==> src/rtl/ex9_delay_timer_pkg.sv <==
// Shared definitions for the delay timer: one-hot delay FSM states,
// default timing constants and the BCD increment helper.
package ex9_delay_timer_pkg;

  localparam int DEF_MS_DIV      = 50000;
  localparam int DEF_TICK_MS     = 500;
  localparam int DEF_DELAY_SCALE = 32;
  localparam int DLY_W           = 12;

  typedef enum logic [2:0] {
    ST_IDLE   = 3'b001,
    ST_DELAY  = 3'b010,
    ST_EXPIRE = 3'b100
  } dly_state_t;

  // Adds one to a 4-digit BCD value, rippling the carry 9 -> 0.
  function automatic logic [15:0] bcd_inc(input logic [15:0] v);
    logic [15:0] r;
    logic        c;
    r = v;
    c = 1'b1;
    for (int d = 0; d < 4; d++) begin
      if (c) begin
        if (r[d*4 +: 4] == 4'd9) begin
          r[d*4 +: 4] = 4'd0;
        end else begin
          r[d*4 +: 4] = r[d*4 +: 4] + 4'd1;
          c = 1'b0;
        end
      end
    end
    return r;
  endfunction

endpackage

==> src/rtl/ex9_delay_timer_if.sv <==
// Control/status bundle between the sequencing logic and the delay timer.
// No handshake: inputs are levels sampled every rising edge, outputs are registered pulses/levels.
interface ex9_delay_timer_if;
  import ex9_delay_timer_pkg::*;

  logic       start_delay;
  logic [6:0] rnd;
  logic       en_counter;
  logic       reset_counter;
  logic       tick;
  logic       time_out;
  logic [15:0] bcd;
  logic       overflow;
  dly_state_t dbg_state;

  modport master (
    output start_delay, rnd, en_counter, reset_counter,
    input  tick, time_out, bcd, overflow, dbg_state
  );

  modport slave (
    input  start_delay, rnd, en_counter, reset_counter,
    output tick, time_out, bcd, overflow, dbg_state
  );
endinterface

==> src/rtl/ex9_bcd4_counter.sv <==
// Saturating 4-digit BCD reaction-time counter with sticky overflow.
module ex9_bcd4_counter
  import ex9_delay_timer_pkg::*;
(
  input  logic        clk,
  input  logic        rst,
  input  logic        i_strobe,
  input  logic        i_en,
  input  logic        i_clr,
  output logic [15:0] o_bcd,
  output logic        o_overflow
);

  logic [15:0] r_bcd;
  logic        r_ovf;

  // Clear wins over counting; an increment attempted at 9999 flags overflow.
  always_ff @(posedge clk or posedge rst) begin
    if (rst) begin
      r_bcd <= 16'h0000;
      r_ovf <= 1'b0;
    end else if (i_clr) begin
      r_bcd <= 16'h0000;
      r_ovf <= 1'b0;
    end else if (i_strobe && i_en) begin
      if (r_bcd == 16'h9999) begin
        r_ovf <= 1'b1;
      end else begin
        r_bcd <= bcd_inc(r_bcd);
      end
    end
  end

  assign o_bcd      = r_bcd;
  assign o_overflow = r_ovf;

endmodule

==> src/rtl/ex9_delay_timer.sv <==
// Millisecond prescaler, periodic tick, random-delay FSM and reaction-time counter.
module ex9_delay_timer
  import ex9_delay_timer_pkg::*;
#(
  parameter int MS_DIV      = DEF_MS_DIV,
  parameter int TICK_MS     = DEF_TICK_MS,
  parameter int DELAY_SCALE = DEF_DELAY_SCALE
) (
  input  logic            clk,
  input  logic            rst,
  ex9_delay_timer_if.slave bus
);

  localparam int PRE_W = (MS_DIV > 1) ? $clog2(MS_DIV) : 1;
  localparam int TK_W  = (TICK_MS > 1) ? $clog2(TICK_MS) : 1;

  logic [PRE_W-1:0] r_pre;
  logic [TK_W-1:0]  r_tick_cnt;
  logic             r_tick;
  logic             r_start_q;
  logic [DLY_W-1:0] r_dly_cnt;
  dly_state_t       r_state;
  dly_state_t       w_next;
  logic             w_ms_strobe;
  logic             w_start_edge;
  logic [6:0]       w_rnd_eff;
  logic [DLY_W-1:0] w_load;

  assign w_ms_strobe  = (r_pre == PRE_W'(MS_DIV - 1));
  assign w_start_edge = bus.start_delay & ~r_start_q;
  assign w_rnd_eff    = (bus.rnd == 7'd0) ? 7'd1 : bus.rnd;
  assign w_load       = DLY_W'({5'd0, w_rnd_eff} * DLY_W'(DELAY_SCALE));

  always_ff @(posedge clk or posedge rst) begin
    if (rst) begin
      r_pre <= '0;
    end else if (w_ms_strobe) begin
      r_pre <= '0;
    end else begin
      r_pre <= r_pre + PRE_W'(1);
    end
  end

  always_ff @(posedge clk or posedge rst) begin
    if (rst) begin
      r_tick_cnt <= '0;
      r_tick     <= 1'b0;
    end else begin
      r_tick <= 1'b0;
      if (w_ms_strobe) begin
        if (r_tick_cnt == TK_W'(TICK_MS - 1)) begin
          r_tick_cnt <= '0;
          r_tick     <= 1'b1;
        end else begin
          r_tick_cnt <= r_tick_cnt + TK_W'(1);
        end
      end
    end
  end

  always_ff @(posedge clk or posedge rst) begin
    if (rst) begin
      r_state   <= ST_IDLE;
      r_start_q <= 1'b0;
    end else begin
      r_state   <= w_next;
      r_start_q <= bus.start_delay;
    end
  end

  always_comb begin
    w_next = r_state;
    case (r_state)
      ST_IDLE:   if (w_start_edge) w_next = ST_DELAY;
      ST_DELAY:  if (w_ms_strobe && (r_dly_cnt == DLY_W'(1))) w_next = ST_EXPIRE;
      ST_EXPIRE: w_next = ST_IDLE;
      default:   w_next = ST_IDLE;
    endcase
  end

  // The strobe coinciding with the load edge is seen while still IDLE, so it never counts.
  always_ff @(posedge clk or posedge rst) begin
    if (rst) begin
      r_dly_cnt <= '0;
    end else if ((r_state == ST_IDLE) && w_start_edge) begin
      r_dly_cnt <= w_load;
    end else if ((r_state == ST_DELAY) && w_ms_strobe) begin
      r_dly_cnt <= r_dly_cnt - DLY_W'(1);
    end
  end

  always_comb begin
    bus.time_out  = (r_state == ST_EXPIRE);
    bus.dbg_state = r_state;
    bus.tick      = r_tick;
  end

  ex9_bcd4_counter u_bcd (
    .clk        (clk),
    .rst        (rst),
    .i_strobe   (w_ms_strobe),
    .i_en       (bus.en_counter),
    .i_clr      (bus.reset_counter),
    .o_bcd      (bus.bcd),
    .o_overflow (bus.overflow)
  );

endmodule

==> src/flat_wrapper.sv <==
// flat-port wrapper written by rule: the top's interface ports become plain ports
module ex9_delay_timer_flat import ex9_delay_timer_pkg::*;
#(
  parameter int MS_DIV      = DEF_MS_DIV,
  parameter int TICK_MS     = DEF_TICK_MS,
  parameter int DELAY_SCALE = DEF_DELAY_SCALE
)
  (clk, rst, bus_start_delay, bus_rnd, bus_en_counter, bus_reset_counter, bus_tick, bus_time_out, bus_bcd, bus_overflow, bus_dbg_state);
  ex9_delay_timer_if bus_i ();
  input  logic clk;
  input  logic rst;
  input wire logic [$bits(bus_i.start_delay)-1:0] bus_start_delay;
  input wire logic [$bits(bus_i.rnd)-1:0] bus_rnd;
  input wire logic [$bits(bus_i.en_counter)-1:0] bus_en_counter;
  input wire logic [$bits(bus_i.reset_counter)-1:0] bus_reset_counter;
  output wire logic [$bits(bus_i.tick)-1:0] bus_tick;
  output wire logic [$bits(bus_i.time_out)-1:0] bus_time_out;
  output wire logic [$bits(bus_i.bcd)-1:0] bus_bcd;
  output wire logic [$bits(bus_i.overflow)-1:0] bus_overflow;
  output wire logic [$bits(bus_i.dbg_state)-1:0] bus_dbg_state;
  assign bus_i.start_delay = bus_start_delay;
  assign bus_i.rnd = bus_rnd;
  assign bus_i.en_counter = bus_en_counter;
  assign bus_i.reset_counter = bus_reset_counter;
  assign bus_tick = bus_i.tick;
  assign bus_time_out = bus_i.time_out;
  assign bus_bcd = bus_i.bcd;
  assign bus_overflow = bus_i.overflow;
  assign bus_dbg_state = bus_i.dbg_state;
  ex9_delay_timer #(.MS_DIV(MS_DIV), .TICK_MS(TICK_MS), .DELAY_SCALE(DELAY_SCALE)) u_core (.clk(clk), .rst(rst), .bus(bus_i));
endmodule
==> config.mk <==
export PLATFORM = sky130hd
export DESIGN_NAME = ex9_delay_timer_flat
export DESIGN_NICKNAME = d
export VERILOG_FILES = /design/src/rtl/ex9_delay_timer_pkg.sv /design/src/rtl/ex9_delay_timer_if.sv /design/src/rtl/ex9_bcd4_counter.sv /design/src/rtl/ex9_delay_timer.sv /design/src/flat_wrapper.sv
export SDC_FILE = /design/constraint.sdc
export NUM_CORES = 1
export LEC_CHECK = 0
export ABC_AREA = 0
export CAP_MARGIN = 25
export CELL_PAD_IN_SITES_DETAIL_PLACEMENT = 1
export CELL_PAD_IN_SITES_GLOBAL_PLACEMENT = 1
export CORE_UTILIZATION = 25
export CTS_BUF_LIST = sky130_fd_sc_hd__clkbuf_4 sky130_fd_sc_hd__clkbuf_8
export DETAILED_ROUTE_END_ITERATION = 6
export PLACE_DENSITY_LB_ADDON = 0.2
export SLEW_MARGIN = 20
export SYNTH_ARGS = -nofsm -noshare
export SYNTH_HDL_FRONTEND = slang
export SYNTH_HIERARCHICAL = 1
export SYNTH_SLANG_ARGS = --single-unit
==> constraint.sdc <==
create_clock -name clk -period 5.2 [get_ports clk]
set_input_delay 0.52 -clock clk [delete_from_list [all_inputs] [get_ports clk]]
set_output_delay 0.52 -clock clk [all_outputs]
set_load 0.03 [all_outputs]
==> out/qor.yml, run 1 <==
start_util_pct: 26.0
route.met3.wl_um: 132
layout.nets: 386
antenna_found_initial: 0
cts_buffers: 9
synth.avg_cell_area_um2: 9.74
r2r-end: "u_core/u_bcd/o_bcd[14]$_DFFE_PP0P_"
cts.path.max_buffers: 2
fillers: 1415
cts.repair.resized: 0
path_class: "reg2reg"
via_per_inst: 4.72
syn_inst: 326
finalCriticalPeriod_ns: 3.24
grt_pass1_wl_um: 13400
tightest_slew_ns: 0.747
hold_viol: 0
first_pass_iters: 4
synth_area_leaders: "dfrtp_1, ha_1, nand2_1"
root_buffer: "clkbuf_8"
slowest_stage: "or4_4"
min_path_type: "reg2reg"
drive_gt1_share_pct: 9.54
die_area_um2: 13200
synth_nets: 350
die_y_um: 115
num_antenna_cells: 0
r2r_slack_ns: 1.96
fin_crit_sh_pct: 62.3
cts_tree: "yes"
yosysTopAreaCell: "dfrtp_1"
syn2layout_area_growth_pct: 23.4
ys_seq_area_share_pct: 46.5
endpoint: "u_core/u_bcd/o_bcd[14]$_DFFE_PP0P_"
rows: 40
synth_ff_type: "dfrtp_1"
fin_ws_ns: 1.96
portBuffers: 33
wl_per_cell_um: 14.3
crit_arrival_ns: 3.49
rr_worst_depth: 8
grt_pass1_vias: 2657
status: "complete, no violations"
hp-start: "u_core/r_pre[15]$_DFF_PP0_"
vias: 2523
worstPathRequired_ns: 5.46
wl_met2_um: 3610
finalMaxSlewViolations: 0
cp.buffers_inverters: 1
ys.warnings.count: 6
cts_sinks: 59
slew_headroom_pct: 50.0
post_cts_buffers: 0
drc_errors: 0
grt_max_degree: 43
synth_area_um2: 3180
powerDensity_nw_per_um2: 277
r2r_start: "u_core/r_pre[0]$_DFF_PP0_"
clk_pin_slew_ns: 0.08
crit_fanout: 22
rsz0062_at_grt: "no"
wl_met1_um: 3770
postCtsHoldBufs: 0
placed_area_um2: 3680
routed_wl_um: 7650
slowest_delay_ns: 0.63
grt_usage_pct: 13.2
dp_slack_ns: 1.97
setup_viol: 0
synth_top_area_share_pct: 45.7
insertion_delay_ns: 0.35
crit_path_end_kind: "flip-flop"
ant_nets: 0
fp.dieW_um: 115
synth.distinct_cells: 59
core-area_um2: 12200
fmax_mhz: 309
ir_drop_mv: 0.0977
crit_family: "simple AND/OR/NAND/NOR gates"
drt_iter0_drc: 98
start_kind: "flip-flop"
placedCellCount: 519
overflow: 0
power.leakage_uw: 0.00163
cp.depth: 8
layoutNonFillerInstCount: 535
crit_chain: "ha_1 > and3_1 > nand4_4 > inv_2 > nand2_1 > or4_4 > or4_1 > a21oi_1"
seqCellArea_um2: 1480
gp_congestion: 0.731
fin_worst_skew_ns: 0.0167
routed.top_layer: "met4"
max_cap_violations: 0
finalInstanceArea_um2: 3920
startpoint: "u_core/r_pre[0]$_DFF_PP0_"
boundaryPins: 34
dp_hpwl_um: 5310
setup_tns_ns: 0
synth_edf_count: 0
ys_seq_elements: 59
htreeDepth: 3
async_flop_share_pct: 100
multi_input_area_um2: 1610
[registers in the layout, indices dropped and copies added, names as in the netlist]
register	count
u_core/u_bcd/o_bcd	16
u_core/bus.dbg_state	3
u_core/r_dly_cnt	12
u_core/u_bcd/o_overflow	1
u_core/r_start_q	1
u_core/r_tick_cnt	9
u_core/bus.tick	1
u_core/r_pre	16
[metrics by stage]
step           total power (uW)  util [%]  hold WS, ns
2_1_floorplan               549         -        0.437
3_3_place_gp                581      30.1        0.463
3_5_place_dp                582      30.1        0.476
4_1_cts                    1110      32.1        0.488
5_1_grt                    1130      32.1        0.526
6_report                   1090      32.1        0.481
[power breakdown]
group	switching [uW]	internal (uW)	total, uW
clock	195	317	512
combinational	47.5	32.1	79.6
sequential	18.5	475	494
[cell usage after synthesis, drive strengths merged, types with 2 or more instances]
cell type	number
mux2i	3
nand3	22
o31ai	2
nand2b	5
nor3	6
o21ai	23
a21oi	18
nand4b	2
and2	5
and3b	2
a31oi	5
xnor2	9
xor2	8
and3	6
nand2	31
buf	4
dfrtp	58
or4	5
nand4	5
nor4	10
inv	12
ha	12
nor2	28
clkbuf	5
a221o	2
nand3b	6
and4bb	2
or3	7
nor2b	4
o41ai	3
nor3b	3
[cells by family (layout without fill, tap and decap cells)]
logic type      Yosys count  after routing  synth area share, %
compound gates           62             62                 12.1
simple gates            152            152                 28.2
buf+inv                  21             62                 2.80
mux                       3              3                0.945
fa+ha+maj                12             12                 4.73
flops                    59             59                 46.5
xor+xnor                 17             17                 4.69
[area by class of cell]
class	count	area share, %
flip-flops and latches	59	37.7
clock inverters	7	2.97
well taps	168	5.36
repair buffers	34	8.62
multi-input cells	246	41.1
clock buffers	9	3.16
inverters	12	1.15
[worst min path at each step]
stage | to | slack (ns) | cells past startpoint
finish | u_core/r_pre[15]$_DFF_PP0_ | 0.48 | 1
global route | u_core/r_pre[15]$_DFF_PP0_ | 0.53 | 1
CTS | u_core/r_pre[15]$_DFF_PP0_ | 0.49 | 1
detailed placement | u_core/r_pre[15]$_DFF_PP0_ | 0.48 | 1
global placement | u_core/r_pre[15]$_DFF_PP0_ | 0.46 | 1
floorplan | u_core/r_pre[15]$_DFF_PP0_ | 0.44 | 1
[placed cells by master, fill, tap and decap left out, drive strengths merged, types with 5 or more instances in the layout]
cell type	count
and3	6
nor3	6
nand3b	6
xor2	8
clkdlybuf4s50	33
and2	5
dfrtp	58
nand2b	5
nor2	28
inv	11
or4	5
o21ai	23
a21oi	18
xnor2	9
clkbuf	9
nand2	31
nand4	5
or3	7
nor4	10
ha	12
nand3	22
a31oi	5
[routing by layer]
| layer | track usage, % | vias up |
|---|---|---|
| li1 | - | 1251 |
| met1 | 17.7 | 1242 |
| met2 | 20.1 | 22 |
| met3 | 2.44 | 8 |
| met4 | 7.53 | 0 |
| met5 | 0 | - |
[worst register-to-register path, cell delays in order (launching register included)]
cell and delay, ns:
dfrtp_1 0.42, ha_1 0.23, and3_1 0.25, nand4_4 0.31, inv_2 0.42, nand2_1 0.33
or4_4 0.63, or4_1 0.41, a21oi_1 0.15
(Power assumes the default switching activity.)
==> inputs of run 2 (changes only) <==
Clock period 5.2 ns to 2.65 ns, I/O delays scaled along.
==> out/qor.yml, run 2 (synthesis results as in run 1) <==
crit_path_end_kind: "flip-flop"
grt_pass1_wl_um: 13400  # -0.16%
tightest_slew_ns: 0.755  # +0.00805 ns
drt_iter0_drc: 108  # +10%
crit_chain: "ha_1 > and3_1 > nand4_4 > inv_2 > buf_4 > and2_1 > nand3_1 > or3_1 > a21oi_1"
finalCriticalPeriod_ns: 2.33  # -0.910 ns
ant_nets: 0  # unchanged
routed_wl_um: 7790  # +1.8%
ir_drop_mv: 0.213  # +120%
slowest_stage: "dfrtp_1"
via_per_inst: 4.75  # +0.74%
fp.dieW_um: 115  # unchanged
power_frac_comb_pct: 7.8  # +0.5 points
core-area_um2: 12200  # unchanged
fin_crit_sh_pct: 87.8  # +26 points
hp-start: "bus_start_delay"
post_cts_buffers: 0  # unchanged
insertion_delay_ns: 0.34  # about the same
multi_input_area_um2: 1610  # unchanged
use_met2_pct: 20.1  # +0.040 points
crit_fanout: 21  # -4.5%
hold_end: "u_core/r_start_q$_DFF_PP0_"
switching_share_pct: 24.1  # +0.044 points
grtUsageMet1_pct: 17.6  # -0.12 points
p_int_uw: 1500  # +82%
htreeDepth: 3  # unchanged
drive_gt1_share_pct: 10.3  # +0.73 points
start_kind: "flip-flop"
status: "complete, no violations"
path_class: "reg2reg"
r2r_slack_ns: 0.32  # -1.64 ns
boundaryPins: 34  # unchanged
rows: 40  # unchanged
drc_errors: 0  # unchanged
layout_commonest_cell: "dfrtp_1"
min_path_type: "in2reg"
setup_viol: 0  # unchanged
crit_arrival_ns: 2.58  # -0.91 ns
cts_buffers: 9  # unchanged
hold_viol: 0  # unchanged
slew_headroom_pct: 49.6  # -0.37 points
num_antenna_cells: 0  # unchanged
r2r-end: "u_core/u_bcd/o_bcd[11]$_DFFE_PP0P_"
start_util_pct: 26.0  # unchanged
portBuffers: 33  # unchanged
use_met3_pct: 2.91  # +0.48 points
fillers: 1432  # +1.2%
rsz0062_at_grt: "no"
power_frac_seq_pct: 49.2  # +3.7 points
clockPowerShare_pct: 43.0  # -4.2 points
setup_tns_ns: 0  # unchanged
fin_worst_skew_ns: 0.00977  # -0.00690 ns
clk_pin_slew_ns: 0.07  # about the same
syn2layout_area_growth_pct: 23.2
grt_max_degree: 43  # unchanged
final_cell_mix: "dfrtp_1, clkdlybuf4s50_1, nand2_1"
slowest_delay_ns: 0.40  # -0.23 ns
placed_area_um2: 3710  # +0.82%
cts_tree: "yes"
powerDensity_nw_per_um2: 504  # +82%
wl_per_cell_um: 14.5  # +1.2%
seqCellArea_um2: 1480  # unchanged
layout.nets: 390  # +1.0%
overflow: 0  # unchanged
root_buffer: "clkbuf_8"
r2r_start: "u_core/r_pre[0]$_DFF_PP0_"
power.leakage_uw: 0.00163  # +0.39%
dp_hpwl_um: 5340  # +0.55%
cts.repair.resized: 0  # unchanged
fmax_mhz: 430  # +39%
max_cap_violations: 0  # unchanged
grt_usage_pct: 13.0  # -0.20 points
globalRoute.busiestLayer: "met2"
die_y_um: 115  # unchanged
postCtsHoldBufs: 0  # unchanged
p_sw_uw: 475  # +82%
cts.path.max_buffers: 2  # unchanged
die_area_um2: 13200  # unchanged
grt_pass1_vias: 2726  # +2.6%
rr_worst_depth: 9  # +1
antenna_found_initial: 0  # unchanged
whs_path_depth: 1  # unchanged
first_pass_iters: 4  # unchanged
cts_sinks: 59  # unchanged
vias: 2556  # +1.3%
gp_congestion: 0.753  # +3.1%
finalMaxSlewViolations: 0  # unchanged
worstPathRequired_ns: 2.90  # -2.56 ns
finalInstanceArea_um2: 3910  # -0.22%
-- run 2: changes by cell type in the layout (fill, tap and decap cells not counted) --
cell,change
buf_4,+4
bufinv_16,-2
clkbuf_4,+2
clkbuf_8,+2
clkinv_2,-1
clkinv_4,-1
clkinvlp_4,-1
-- run 2: power by group through the flow --
stage | Clock (uW) | Sequential (uW) | Combinational (uW)
final | 848 | 970 | 154
after floorplan | 0 | 985 | 91.6
after detailed placement | 0 | 985 | 158
after global routing | 915 | 973 | 171
after CTS | 895 | 969 | 158
after global placement | 0 | 984 | 155
-- run 2: how the worst max path moves through the flow --
stage	from	endpoint	slack, ns	cells past startpoint
CTS	u_core/r_pre[0]$_DFF_PP0_	u_core/u_bcd/o_bcd[11]$_DFFE_PP0P_	0.29	9
floorplan	u_core/r_pre[0]$_DFF_PP0_	u_core/u_bcd/o_bcd[14]$_DFFE_PP0P_	0.18	9
detailed placement	u_core/r_pre[0]$_DFF_PP0_	u_core/u_bcd/o_bcd[11]$_DFFE_PP0P_	0.31	9
finish	u_core/r_pre[0]$_DFF_PP0_	u_core/u_bcd/o_bcd[11]$_DFFE_PP0P_	0.32	9
global route	u_core/r_pre[0]$_DFF_PP0_	u_core/u_bcd/o_bcd[11]$_DFFE_PP0P_	0.08	9
global placement	u_core/r_pre[0]$_DFF_PP0_	u_core/u_bcd/o_bcd[11]$_DFFE_PP0P_	0.39	9
-- run 2: cell type report --
| cell class | count | share of cell area, % |
|---|---|---|
| clock inverter | 2 | 0.895 |
| timing repair buffer | 38 | 9.40 |
| tap | 168 | 5.37 |
| sequential | 59 | 37.8 |
| inverter | 12 | 1.15 |
| clock buffer | 13 | 4.25 |
| multi-input combinational | 246 | 41.2 |
-- run 2: stage by stage --
stage               worst slack (ns)  cells  util, %  total power, uW  hold slack [ns]
CTS                            0.291    538     32.0             2020            0.358
detailed placement             0.313    523     30.4             1140            0.473
finish                         0.322    538     32.0             1970            0.378
global route                  0.0796    538     32.0             2060            0.375
floorplan                      0.183    326        -             1080            0.191
global placement               0.387    523     30.4             1140            0.469
-- run 2: metal layers --
metal / up-vias / part of all wire, %
met3: 10 / 2.0
met2: 29 / 45
met1: 1268 / 52
li1: 1249 / -
met4: 0 / 1.6
met5: - / 0
-- run 2: critical path, delay by kind of cell, from the launching register on --
kind | cells | cell delay [ns]
compound gates | 1 | 0.15
simple gates | 5 | 1.16
fa+ha+maj | 1 | 0.22
flops | 1 | 0.40
buf+inv | 2 | 0.31
